<file path="src/rtl/mem_port_arbiter_pkg.sv">
// mem_port_arbiter_pkg: shared types for the fetch/data memory port arbiter.
// Holds the arbiter state encoding, grant-owner type, access-size encoding
// and the data-stage request/response bundles used around the arbiter.
package mem_port_arbiter_pkg;
  localparam int XLEN_DEF = 32;
  typedef enum logic [1:0] {SIZE_B = 2'd0, SIZE_H = 2'd1, SIZE_W = 2'd2} mem_size_t;
  typedef logic [1:0] arb_state_t;
  localparam arb_state_t ST_IDLE   = 2'd0;
  localparam arb_state_t ST_WAIT_I = 2'd1;
  localparam arb_state_t ST_WAIT_D = 2'd2;
  typedef enum logic {GRANT_I = 1'b0, GRANT_D = 1'b1} grant_t;
  typedef struct packed {
    logic                valid;
    logic                wen;
    logic [XLEN_DEF-1:0] addr;
    logic [XLEN_DEF-1:0] wdata;
    mem_size_t           wmask;
  } dreq_t;
  typedef struct packed {
    logic                valid;
    logic [XLEN_DEF-1:0] rdata;
  } dresp_t;
endpackage

</file>
<file path="src/rtl/mem_port_arbiter.sv">
// mem_port_arbiter: shares one single-outstanding memory port between fetch and data.
// Ports: clk/rst_n (async active-low); ireq_* fetch request, iresp_* fetch data;
// dreq_* load/store request, dresp_* completion; mreq_*/mresp_* shared memory;
// err_unexpected_resp sticky stray-response flag; icount/dcount accepted commands.
module mem_port_arbiter
  import mem_port_arbiter_pkg::*;
#(
  parameter int XLEN  = XLEN_DEF,
  parameter int CNT_W = 32
) (
  input  logic             clk,
  input  logic             rst_n,
  input  logic             ireq_valid,
  output logic             ireq_ready,
  input  logic [XLEN-1:0]  ireq_addr,
  output logic             iresp_valid,
  output logic [XLEN-1:0]  iresp_rdata,
  input  logic             dreq_valid,
  output logic             dreq_ready,
  input  logic             dreq_wen,
  input  logic [XLEN-1:0]  dreq_addr,
  input  logic [XLEN-1:0]  dreq_wdata,
  input  logic [1:0]       dreq_wmask,
  output logic             dresp_valid,
  output logic [XLEN-1:0]  dresp_rdata,
  output logic             mreq_valid,
  output logic             mreq_wen,
  output logic [XLEN-1:0]  mreq_addr,
  output logic [XLEN-1:0]  mreq_wdata,
  output logic [1:0]       mreq_wmask,
  input  logic             mreq_ready,
  input  logic             mresp_valid,
  input  logic [XLEN-1:0]  mresp_rdata,
  output logic             err_unexpected_resp,
  output logic [CNT_W-1:0] icount,
  output logic [CNT_W-1:0] dcount
);
  arb_state_t state;
  grant_t     last_grant;
  logic       idle;
  logic       sel_d;
  logic       accept;
  assign idle = state == ST_IDLE;
  // Data wins when it is alone or when fetch was granted last; re-evaluated every idle cycle.
  assign sel_d = dreq_valid & (~ireq_valid | (last_grant == GRANT_I));
  // Gating with rst_n keeps every handshake output low while reset is held.
  assign mreq_valid  = rst_n & idle & (ireq_valid | dreq_valid);
  assign mreq_wen    = idle & sel_d & dreq_wen;
  assign mreq_addr   = sel_d ? dreq_addr : ireq_addr;
  assign mreq_wdata  = dreq_wdata;
  assign mreq_wmask  = sel_d ? dreq_wmask : SIZE_W;
  assign accept      = mreq_valid & mreq_ready;
  assign ireq_ready  = accept & ~sel_d;
  assign dreq_ready  = accept & sel_d;
  assign iresp_valid = rst_n & (state == ST_WAIT_I) & mresp_valid;
  assign dresp_valid = rst_n & (state == ST_WAIT_D) & mresp_valid;
  assign iresp_rdata = mresp_rdata;
  assign dresp_rdata = mresp_rdata;
  always_ff @(posedge clk or negedge rst_n) begin
    if (!rst_n) begin
      state               <= ST_IDLE;
      last_grant          <= GRANT_I;
      icount              <= '0;
      dcount              <= '0;
      err_unexpected_resp <= 1'b0;
    end else if (idle) begin
      if (mresp_valid) err_unexpected_resp <= 1'b1;
      if (accept) begin
        state      <= sel_d ? ST_WAIT_D : ST_WAIT_I;
        last_grant <= sel_d ? GRANT_D : GRANT_I;
        if (sel_d) dcount <= dcount + CNT_W'(1);
        else       icount <= icount + CNT_W'(1);
      end
    end else if (mresp_valid) begin
      state <= ST_IDLE;
    end
  end
endmodule

</file>
<file path="config.mk">
export PLATFORM = sky130hd
export DESIGN_NAME = mem_port_arbiter
export DESIGN_NICKNAME = d
export VERILOG_FILES = /design/src/rtl/mem_port_arbiter_pkg.sv /design/src/rtl/mem_port_arbiter.sv
export SDC_FILE = /design/constraint.sdc
export NUM_CORES = 1
export LEC_CHECK = 0
export BUFFER_PORTS_ARGS = -buffer_cell sky130_fd_sc_hd__buf_2
export CAP_MARGIN = 25
export CORE_AREA = 3 3 130 132
export DETAILED_ROUTE_END_ITERATION = 10
export DIE_AREA = 0 0 133 135
export GPL_ROUTABILITY_DRIVEN = 0
export GPL_TIMING_DRIVEN = 0
export PLACE_DENSITY = 0.57
export SYNTH_ARGS = -nofsm -noshare
export SYNTH_HDL_FRONTEND = slang
export SYNTH_SLANG_ARGS = --single-unit
</file>
<file path="constraint.sdc">
create_clock -name clk -period 2.1 [get_ports clk]
set_input_delay 0.105 -clock clk [delete_from_list [all_inputs] [get_ports clk]]
set_output_delay 0.105 -clock clk [all_outputs]
set_load 0.005 [all_outputs]
</file>
* Word level (Yosys, flattened, before mapping)
Index checks and enable logic that the tools add are counted.
** Storage, ports and cells
- Register bits after elaboration :: 68
- Input bits :: 137
- Word-level logic and storage cells :: 41
** Cells by class
- $add $sub $neg :: 2
- Equality and inequality tests :: 3
- Multiplexer cells :: 7
- Bitwise operators :: 17
- Reductions and logical operators :: 7
** Operators with widths (count)
- $add 32x1->32 const B :: 2
- $mux 32 :: 1
- $and 1x1->1 :: 12
- $mux 2 :: 5
- $reduce_and 2->1 :: 3
- $reduce_and 3->1 :: 2
- $not 1->1 :: 3
- $eq 2x1->1 const B :: 1
- $eq 2x2->1 const B :: 1
- $logic_not 2->1 :: 1
- $ne 2x1->1 const B :: 1
- $or 1x1->1 :: 2
- $reduce_bool 2->1 :: 1
- $mux 1 :: 1

* Logic depth before layout (Yosys ltp)
- Depth after elaboration :: 6
- Mapped depth :: 7

* Worst setup path after synthesis
No wires, ideal clock.
- Kind :: reg-to-reg
- Start :: register icount[7]
- End :: register icount[26]
- Setup time :: 0.079 ns
- Arrival :: 1.923 ns
- Setup slack :: 0.098 ns
- Cell stages (with the launch flop) :: 7
- Path buffers :: 1
- Clock period less this slack :: 2.002 ns
- Cells stage by stage :: dfrtp_1 -> nand4_2 -> or4_4 -> or4_4 -> buf_6 -> nor3_4 -> xor2_1
** On the way
- Word-level cells in the longest chain between the ends :: 1
** RTL lines
- start, declared :: RTL line mem_port_arbiter.sv:35 : output logic [CNT_W-1:0] icount,
- start signal, assigned :: RTL line mem_port_arbiter.sv:72 : else icount <= icount + CNT_W'(1);
- $add 32x1->32 :: RTL line mem_port_arbiter.sv:72
Every way passes these cells.
A chain may end at the register's enable or synchronous reset.

* Worst setup path in the final report
- Start :: register icount[3]
- End :: register icount[28]
The elaborated chain is that of the path after synthesis.

==> run metrics <==
run status finished with violations; failing checks negative hold slack; Data arrival, critical path 2.30 ns; worst vdd rail ir drop 0.375 mV; largest driver fanout on the critical path 6; part of the Yosys area used for sequential elements 40.4%; cell type with the largest total area after synthesis sky130_fd_sc_hd__dfrtp_1; clk_lat worst skew 0.33 ns; Pwr Density 646 nW/um^2; initial drt markers 84; Placed Area 5880 sq um; cell type of the slowest stage on the worst timing path sky130_fd_sc_hd__or4_4; number of global-route vias before repair 3806; routed length per placed instance 15.2 um; Yosys reg bits 68; Post-route DRC 0; clock-pin slew on the worst setup and hold paths 0.06 ns; clock tree from TritonCTS built; most frequent cells in the layout sky130_fd_sc_hd__buf_2 (273), sky130_fd_sc_hd__buf_4 (112), sky130_fd_sc_hd__dfrtp_1 (66); cell types occupying the most area after synthesis sky130_fd_sc_hd__dfrtp_1 (40%), sky130_fd_sc_hd__buf_4 (17%), sky130_fd_sc_hd__mux2_2 (8.6%), sky130_fd_sc_hd__xnor2_1 (8.3%), sky130_fd_sc_hd__xor2_1 (4.6%); count of max-cap constraint violations 0; die boundary width 133 um; Std-Cell Rows 46; overall via count from detail_route 3918; fraction of layout instances using a drive strength above 1 64.5%; buffers added on ports 273; Final Slew Violations 0; number of setup violations in the final report 0; maximum number of pins on one net before global-route repair 71; number of vias per cell 4.17; number of standard cells after synthesis 418; mapped cell area 4210 sq um; Finished Cell Area 6420 sq um; Boundary Pins 338; measured slew at the worst slew-check pin 0.376 ns; fin util 40.6%; number of different library cells in the post-synthesis netlist 40; Power, Total 4150 uW; initial core utilization 26.6%; remaining antenna violation count after routing 0; die height 135 um; Worst EP required 2.35 ns; dpl hpwl 11.7 mm; Total Routing Usage GR 15.0%; P&R area growth vs syn 52.5%; post-synth net total 557; final cycle utilization of the critical path 98.0%; number of filler instances in the final layout 1578; root buf cell sky130_fd_sc_hd__clkbuf_16; CP most frequent cell sky130_fd_sc_hd__or4_4; Worst Hold Slack -0.443 ns; total negative slack 0 ns; layout net count 855; Max Root-Sink Buffers 2; CP Capture Type flip-flop; most common cell after layout, fill and taps aside sky130_fd_sc_hd__buf_2; type of the worst setup path flip-flop to flip-flop; peak per-stage delay on the critical path 0.57 ns; area enclosed by the die boundary 18000 sq um; GRT Residual Overflow 0; share of Yosys cell area claimed by the top area cell type 40.4%; final hold vios 68; total number of clock tree sinks 68; time the worst path needs with I/O delays and setup 2.06 ns; worst relative slew slack 74.9%; total wire length 14.3 mm; Placeable Area 15800 sq um; unrepaired setup endpoints after global routing yes; Pre-antenna DRT Iters 4; startpoint type of the worst setup path flip-flop; maximum clock frequency 486 MHz; average footprint of a synthesized cell 10.1 sq um; number of buffers created by CTS 9; first-pass GRT wire length 21.2 mm; critical path, cell by cell nand3_1 -> or4_4 -> or4_4 -> nor2_1 -> xor2_1; Final Skew 0.00822 ns; number of antenna violations at the first check in global routing 1; class of the worst hold path primary input to asynchronous set/reset pin; Yosys warning total 0; number of H-tree levels 3; static leakage power 0.00352 uW
==> repair_timing <==
item                       CTS  global route
setup endpoints to repair   80            49
buffers inserted             7             7
pin swaps                    4             3
gates resized for setup     18            14
hold endpoints to repair    68            68
==> synth_stat cells (all sizes together) <==
master / instances
buf: 102
dfrtp: 68
xnor2: 40
nand2: 39
mux2: 32
nor2: 22
xor2: 22
nand3: 21
nand4: 15
nor3: 9
and3: 7
inv: 5
and4: 4
or4: 4
nand2b: 3
o21ai: 3
or2: 3
and2: 2
ha: 2
nor4: 2
or3: 2
a21boi: 1
a21o: 1
a21oi: 1
a31oi: 1
clkbuf: 1
nor2b: 1
nor4b: 1
nor4bb: 1
o2111ai: 1
o211a: 1
or3b: 1
==> final cells by class <==
type	count	area (sq um)	area share (%)
Multi-Input combinational cell	242	1830	28.5
Sequential cell	68	1700	26.5
Timing Repair Buffer	288	1500	23.4
Buffer	102	767	11.9
Tap cell	216	270	4.21
Clock buffer	10	239	3.72
Clock inverter	6	87.6	1.36
Inverter	5	18.8	0.292
Antenna cell	2	5.00	0.0779
==> metal layers <==
metal / global-route usage, % / vias to the layer above / part of all wire (%) / wire length (um)
li1: - / 1908 / - / -
met1: 16.8 / 1803 / 36 / 5120
met2: 26.2 / 187 / 52 / 7420
met3: 4.77 / 20 / 9.4 / 1340
met4: 6.81 / 0 / 3.0 / 424
met5: 0 / - / 0 / 0
==> logic make-up (layout without fill, tap and decap cells) <==
group | count (synthesis) | count (layout) | synth area share [%]
XOR/XNOR | 62 | 62 | 12.9
other | 0 | 2 | 0
AO/OA/AOI/OAI | 9 | 9 | 1.43
AND/OR/NAND/NOR | 137 | 137 | 17.7
buffers and inverters | 108 | 411 | 18.4
multiplexers | 32 | 32 | 8.56
flip-flops | 68 | 68 | 40.4
adder cells (fa/ha/maj) | 2 | 2 | 0.594
==> flip-flops by register name, indices dropped and copies added, names as in the netlist <==
register	flops
state	2
last_grant	1
icount	32
err_unexpected_resp	1
dcount	32
==> path summary, 6_finish.rpt <==
check	slack, ns	to	cells past startpoint	start
min reg2reg	0.46	err_unexpected_resp$_DFFE_PN0P_	1	err_unexpected_resp$_DFFE_PN0P_
max	0.04	icount[28]$_DFFE_PN0P_	5	icount[3]$_DFFE_PN0P_
min in group clk	0.02	state[0]$_DFFE_PN0P_	2	mresp_valid
max reg2reg	0.04	icount[28]$_DFFE_PN0P_	5	icount[3]$_DFFE_PN0P_
max in group asynchronous	2.01	dcount[7]$_DFFE_PN0P_	2	rst_n
min	-0.44	icount[20]$_DFFE_PN0P_	1	rst_n
==> report_power, final <==
group	switching, uW	leakage [uW]	internal [uW]
registers	129	0.000919	1400
clock network	574	0.000162	1070
logic	418	0.00244	558
total	1120	0.00352	3030
==> worst max-delay path, delay by kind of cell (launching register included) <==
| family | cells | cell delay [ns] |
|---|---|---|
| and+or+nand+nor | 4 | 1.39 |
| DFF | 1 | 0.43 |
| xor gates and xnor gates | 1 | 0.15 |
==> per-stage QoR <==
stage	worst slack, ns	std cells	hold WS, ns
final	0.0426	939	-0.443
after global routing	-0.0681	937	-0.460
after CTS	-0.0164	930	-0.460
after detailed placement	-0.664	908	-0.0961
after global placement	-1.55	907	0.355
after floorplan	0.0981	418	-0.191
Power figures use the tool's default switching activity.
